==> src/rtl/ro_race_counter.sv <==
// rtl/ro_race_counter.sv - ring-oscillator race edge counter feeding the race arbiter
// Optional cycle-limit abort is built when RACE_TIMEOUT_EN is defined.
module ro_race_counter #(
  parameter int CNT_W          = 16,
  parameter int THRESHOLD      = 1000,
  parameter int SYNC_STAGES    = 2,
  parameter int TIMEOUT_CYCLES = 65535
) (
  input  logic             clk,
  input  logic             reset,
  input  logic             start,
  input  logic             ro1,
  input  logic             ro2,
  output logic             ro_en,
  output logic             finished1,
  output logic             finished2,
  output logic             tie,
  output logic             busy,
  output logic             timeout,
  output logic [CNT_W-1:0] count1,
  output logic [CNT_W-1:0] count2
);

  typedef enum logic [1:0] {IDLE, RUN, DONE} state_t;

  localparam logic [CNT_W-1:0] THR = CNT_W'(THRESHOLD);

  state_t                 state_q, state_d;
  logic [SYNC_STAGES-1:0] sync1, sync2;
  logic                   hist1, hist2;
  logic                   armed;
  logic                   synced1, synced2;
  logic                   rise1, rise2;
  logic                   hit1, hit2;
  logic                   to_hit;

  assign synced1 = sync1[SYNC_STAGES-1];
  assign synced2 = sync2[SYNC_STAGES-1];
  // armed stays low for the first RUN sample so a level already high is not an edge
  assign rise1   = armed & synced1 & ~hist1;
  assign rise2   = armed & synced2 & ~hist2;
  assign hit1    = (count1 == THR);
  assign hit2    = (count2 == THR);

`ifdef RACE_TIMEOUT_EN
  localparam int TO_W = $clog2(TIMEOUT_CYCLES + 1);
  localparam logic [TO_W-1:0] TO_LAST = TO_W'(TIMEOUT_CYCLES - 1);

  logic [TO_W-1:0] cyc;

  assign to_hit = (cyc == TO_LAST);

  always_ff @(posedge clk or posedge reset) begin
    if (reset) begin
      cyc <= '0;
    end else if (state_q != RUN) begin
      cyc <= '0;
    end else begin
      cyc <= cyc + 1'b1;
    end
  end
`else
  // RUN never times out in this build
  assign to_hit = (TIMEOUT_CYCLES < 0);
`endif

  always_ff @(posedge clk or posedge reset) begin
    if (reset) begin
      sync1 <= '0;
      sync2 <= '0;
    end else begin
      sync1 <= {sync1[SYNC_STAGES-2:0], ro1};
      sync2 <= {sync2[SYNC_STAGES-2:0], ro2};
    end
  end

  always_ff @(posedge clk or posedge reset) begin
    if (reset) begin
      state_q <= IDLE;
    end else begin
      state_q <= state_d;
    end
  end

  always_comb begin
    state_d = state_q;
    case (state_q)
      IDLE, DONE: if (start) state_d = RUN;
      RUN:        if (hit1 || hit2 || to_hit) state_d = DONE;
      default:    state_d = IDLE;
    endcase
  end

  always_ff @(posedge clk or posedge reset) begin
    if (reset) begin
      count1    <= '0;
      count2    <= '0;
      finished1 <= 1'b0;
      finished2 <= 1'b0;
      tie       <= 1'b0;
      timeout   <= 1'b0;
      ro_en     <= 1'b0;
      busy      <= 1'b0;
      hist1     <= 1'b0;
      hist2     <= 1'b0;
      armed     <= 1'b0;
    end else begin
      case (state_q)
        IDLE, DONE: begin
          if (start) begin
            count1    <= '0;
            count2    <= '0;
            finished1 <= 1'b0;
            finished2 <= 1'b0;
            tie       <= 1'b0;
            timeout   <= 1'b0;
            hist1     <= 1'b0;
            hist2     <= 1'b0;
            armed     <= 1'b0;
            ro_en     <= 1'b1;
            busy      <= 1'b1;
          end
        end
        RUN: begin
          hist1 <= synced1;
          hist2 <= synced2;
          armed <= 1'b1;
          if (rise1 && !hit1) count1 <= count1 + 1'b1;
          if (rise2 && !hit2) count2 <= count2 + 1'b1;
          // a finish landing with the timeout takes priority
          if (hit1 || hit2) begin
            finished1 <= hit1;
            finished2 <= hit2;
            tie       <= hit1 & hit2;
            ro_en     <= 1'b0;
            busy      <= 1'b0;
          end else if (to_hit) begin
            timeout <= 1'b1;
            ro_en   <= 1'b0;
            busy    <= 1'b0;
          end
        end
        default: ;
      endcase
    end
  end

endmodule

==> config.mk <==
export PLATFORM = sky130hd
export DESIGN_NAME = ro_race_counter
export DESIGN_NICKNAME = d
export VERILOG_FILES = /design/src/rtl/ro_race_counter.sv
export SDC_FILE = /design/constraint.sdc
export NUM_CORES = 1
export LEC_CHECK = 0
export BUFFER_PORTS_ARGS = -buffer_cell sky130_fd_sc_hd__clkbuf_2
export CAP_MARGIN = 25
export CORE_UTILIZATION = 45
export CTS_BUF_LIST = sky130_fd_sc_hd__clkbuf_16
export DETAILED_ROUTE_END_ITERATION = 7
export GPL_TIMING_DRIVEN = 0
export PLACE_DENSITY_LB_ADDON = 0.12
export SLEW_MARGIN = 20
export SYNTH_ARGS = -nofsm -noshare
export SYNTH_HDL_FRONTEND = slang
export SYNTH_SLANG_ARGS = --single-unit
==> constraint.sdc <==
create_clock -name clk -period 3 [get_ports clk]
set_clock_uncertainty 0.1 [all_clocks]
set_input_delay 0.3 -clock clk [delete_from_list [all_inputs] [get_ports clk]]
set_output_delay 0.3 -clock clk [all_outputs]
set_load 0.05 [all_outputs]
After elaboration in Yosys (flattened, before gate mapping):

Cells that the tools add are included.

* $add $sub $neg: 2
* reduce and logical (&&, ||, !) cells: 13
* bitwise gates (word level): 7
* equal/unequal tests: 8
* mux-type cells: 21

Operator list (number)
* $pmux W16 S2: 2
* $mux W16: 3
* $add A16 B1 Y16 const B: 2
* $eq A16 B10 Y1 const B: 2
* $pmux W1 S2: 7
* $reduce_and A3 Y1: 3
* $ne A2 B2 Y1 const B: 4
* $mux W1: 6
* $and A1 B1 Y1: 5
* $mux W2: 2
* $pmux W2 S2: 1
* $reduce_and A2 Y1: 2
* $eq A2 B1 Y1 const B: 1
* $eq A2 B2 Y1 const B: 1
* $logic_and A1 B1 Y1: 2
* $logic_not A1 Y1: 2
* $logic_not A2 Y1: 1
* $not A1 Y1: 2
* $reduce_bool A2 Y1: 1
* $reduce_or A2 Y1: 1
* $logic_or A1 B1 Y1: 1

* register bits after elaboration: 45
* output and inout bits: 38
* logic and storage cells: 63
* input port bits: 5

Depth between registers and ports, before layout:

* depth after elaboration: 5
* depth in mapped cells: 8

Worst setup path before layout:

OpenSTA, ideal clock, no wires.

* path kind: register to register
* from: register count2[8]
* to: register count2[15]
* cell stages (with the launch flop): 7
* arrival: 1.801 ns
* setup slack: 0.953 ns
* required time: 2.754 ns
* path buffers: 1
* cell sequence: dfrtp_1 -> clkbuf_1 -> nand3_1 -> nor4_1 -> nand3_1 -> a31oi_1 -> o31ai_1

* cells in the longest elaborated chain, start to end: 5

Ends and longest elaborated chain
* from (decl): RTL line 21 `output logic [CNT_W-1:0] count2`
* from (signal assigned): RTL line 129 `if (rise2 && !hit2) count2 <= count2 + 1'b1;`
* branches (longest 5 deep; another with $add A16 B1 Y16)

Several ways; the timed one is not identified. The select of a mux whose other input is x is not followed.
A chain may end at the register's enable or synchronous reset.

Final worst setup path:

* from: register state_q[0]
* to: register count2[5]

* cells in the longest elaborated chain, start to end: 4

Ends and longest elaborated chain
* from (decl): RTL line 28 `state_t state_q, state_d;`
* from (signal assigned): RTL line 81 `state_q <= state_d;`
* $eq A2 B2 Y1 / $logic_not A2 Y1 (equally long branches): RTL line 108 `case (state_q)`
* $reduce_or A2 Y1: RTL line 108
* $ne A2 B2 Y1 (no source line) / $reduce_bool A2 Y1 (equally long branches)
* $reduce_and A3 Y1 (no source line)

Parallel ways exist; a longest one is shown, timed or not.

==> results.py <==
metrics = {
    "drt": {
        "wl_um": 5470,
        "postRouteAntennaNets": 0,
        "vias": 2133,
        "dr.pass1.iters": 5,
        "vias_per_cell": 5.69,
        "drc": 0,
        "initialDrtViolationCount": 65,
        "wl_per_cell_um": 14.6,
    },
    "synthesis": {
        "syn_avg_cell_area_sq_um": 9.08,
        "yosysTopAreaCell": "dfrtp_1",
        "yosysMostFrequentCell": "dfrtp_1",
        "synth_cells": 259,
        "ys_ff_latch": 45,
        "ys_top_cells_by_count": "dfrtp_1 (45), o21ai_0 (30), nand2_1 (28)",
        "syn_area_sq_mm": 0.00235,
        "yosysWarningCount": 0,
        "yosys-top-cells-area": "dfrtp_1 (48%), o21ai_0 (6.4%), nand2_1 (4.5%)",
        "async_flop_share": 1.00,
        "synth_edf_count": 0,
        "synth_top_area_frac": 0.479,
        "synth_seq_area_share": 0.479,
        "ys_types": 36,
        "synth_ff_type": "dfrtp_1",
        "synth_nets": 268,
    },
    "sta": {
        "post-route-period-util": 0.674,
        "fmax_mhz": 494,
        "worstMarginPinSlew_ns": 0.852,
        "layout_min_cycle_time_ns": 2.02,
        "setup_viol": 0,
        "relSlewSlack": 0.430,
        "fin_tns_setup_ns": 0,
        "rsz0062_at_grt": "no",
        "hold_violations": 0,
        "drv_slew": 0,
        "hold_ws_ns": 0.0265,
    },
    "power": {
        "switching_share": 0.445,
        "p_switching_w": 0.000977,
        "p_comb_frac": 0.371,
        "p_clk_frac": 0.230,
        "cell_internal_pwr_w": 0.00122,
        "leakage_nw": 1.26,
        "ir_drop_mv": 0.562,
        "seqPwrFrac": 0.399,
        "power_density_mw_per_mm2": 784,
    },
    "final_layout": {
        "area_growth_pct": 19.1,
        "layout.cells.non_filler": 375,
        "num_antenna_cells": 0,
        "drive_gt1_frac": 0.208,
        "regArea_sq_mm": 0.00113,
        "final_core_utilization": 0.574,
        "nFillCells": 454,
        "multiInputGateArea_sq_mm": 0.00112,
        "nNetsFinal": 318,
        "final_cell_area_sq_mm": 0.00280,
    },
    "critical_path": {
        "r2r_slack_ns": 0.98,
        "criticalPathCategory": "reg2reg",
        "worstPathArrival_ns": 2.08,
        "setup.worst_path.start_class": "flop",
        "cp.required_ns": 3.06,
        "cp-end-kind": "flop",
        "critPathMaxFanout": 10,
    },
    "place": {
        "gp_congestion": 0.814,
        "placed_area_sq_mm": 0.00266,
        "hpwl_um": 3890,
        "io_buffers": 41,
        "dp.cells": 368,
    },
    "clocking": {
        "clk_pin_slew_worst_paths_ns": 0.06,
        "clock_path_buffers": 2,
        "cts-root-buf": "clkbuf_16",
        "post-cts-setup-buffer-count": 0,
        "post_cts_resized": 0,
        "cts_max_level": 2,
        "cts-buffers-inserted": 5,
        "cts_sinks": 45,
        "cts_tree": "built",
        "ctsHoldBuffers": 1,
        "clk_latency_ns": 0.28,
    },
    "grt": {
        "grt_max_degree": 32,
        "grt_pass1_wl_um": 9060,
        "gr-total-overflow": 0,
        "antenna_found_initial": 0,
        "first_global_vias": 1900,
        "grt_usage": 0.217,
    },
    "floorplanning": {
        "core-area_sq_mm": 0.00488,
        "start_util": 0.482,
        "die_h_um": 74.3,
        "dieArea_sq_mm": 0.00552,
        "ioPinCount": 43,
        "num_rows": 25,
        "die_x_um": 74.3,
    },
    "flow_run": {
        "maxCapViolations": 0,
    },
    "hold_path": {
        "min_path_type": "in2reg",
    },
    "outcome": {
        "status": "finished, final reports clean",
    },
}
-- layer usage --
metal,up-vias,wire length (um),part of all wire,GRT usage
li1,1046,-,-,-
met1,1023,2600,0.48,0.303
met2,62,2580,0.47,0.335
met3,2,251,0.046,0.0407
met4,0,27,0.0049,0.0797
met5,-,0,0,0
-- layout by cell type, fill, tap and decap left out, types with 4 or more instances in the layout --
cell / count
and3_1: 7
o31ai_1: 9
nor2_1: 23
nand3_1: 16
a31oi_1: 9
nor4_1: 4
inv_1: 5
ha_1: 4
a21oi_1: 7
and4b_1: 6
nand4_1: 12
o21ai_1: 13
dfrtp_1: 45
buf_2: 4
clkbuf_1: 4
clkbuf_2: 41
clkbuf_16: 5
nand2_1: 28
o21ai_0: 30
-- kinds of logic after synthesis --
| group | synth area share |
|---|---|
| XOR/XNOR | 0.0112 |
| adder cells (fa/ha/maj) | 0.0213 |
| buffers and inverters | 0.0436 |
| AO/OA/AOI/OAI | 0.194 |
| flip-flops | 0.479 |
| other | 0.00159 |
| AND/OR/NAND/NOR | 0.250 |
-- per-stage QoR --
step	total power, W	setup slack (ns)
floorplan	0.00149	0.953
global placement	0.00169	0.939
detailed placement	0.00170	0.998
CTS	0.00222	0.975
global route	0.00233	0.780
finish	0.00220	0.977
-- sequential cells by signal (all words and copies together) (netlist names), 2 cells and up --
name / flops
count1: 16
count2: 16
state_q: 2
sync1: 2
sync2: 2
-- area by class of cell --
type | instances | area share
clock buffers | 5 | 0.0447
well taps | 67 | 0.0299
flip-flops and latches | 45 | 0.402
repair buffers | 43 | 0.0840
multi-input cells | 195 | 0.401
clock inverters | 1 | 0.00179
inverters | 6 | 0.00804
plain buffers | 13 | 0.0286
-- path summary, 6_finish.rpt --
path	cells past startpoint	start	endpoint
max	7	state_q[0]$_DFFE_PP0P_	count2[5]$_DFFE_PP0P_
min	1	ro2	sync2[0]$_DFF_PP0_
max reg2reg	7	state_q[0]$_DFFE_PP0P_	count2[5]$_DFFE_PP0P_
min reg2reg	0	sync1[0]$_DFF_PP0_	sync1[1]$_DFF_PP0_
max in group asynchronous	4	reset	count2[1]$_DFFE_PP0P_
min in group asynchronous	3	reset	count1[5]$_DFFE_PP0P_
-- power by group through the flow --
stage / logic, W / clock network [W] / registers [W]
6_report: 0.000815 / 0.000505 / 0.000878
5_1_grt: 0.000876 / 0.000548 / 0.000904
4_1_cts: 0.000819 / 0.000520 / 0.000877
3_5_place_dp: 0.000816 / 0 / 0.000887
3_3_place_gp: 0.000802 / 0 / 0.000885
2_1_floorplan: 0.000272 / 0 / 0.00122
-- critical path, stage by stage (launching register included) --
cell and delay [ns]:
dfrtp_1 0.35, buf_2 0.15, nand2b_1 0.07, clkbuf_1 0.40
clkbuf_1 0.46, nor2_1 0.10, o21ai_0 0.16, o21ai_0 0.10
(Power assumes the default switching activity.)
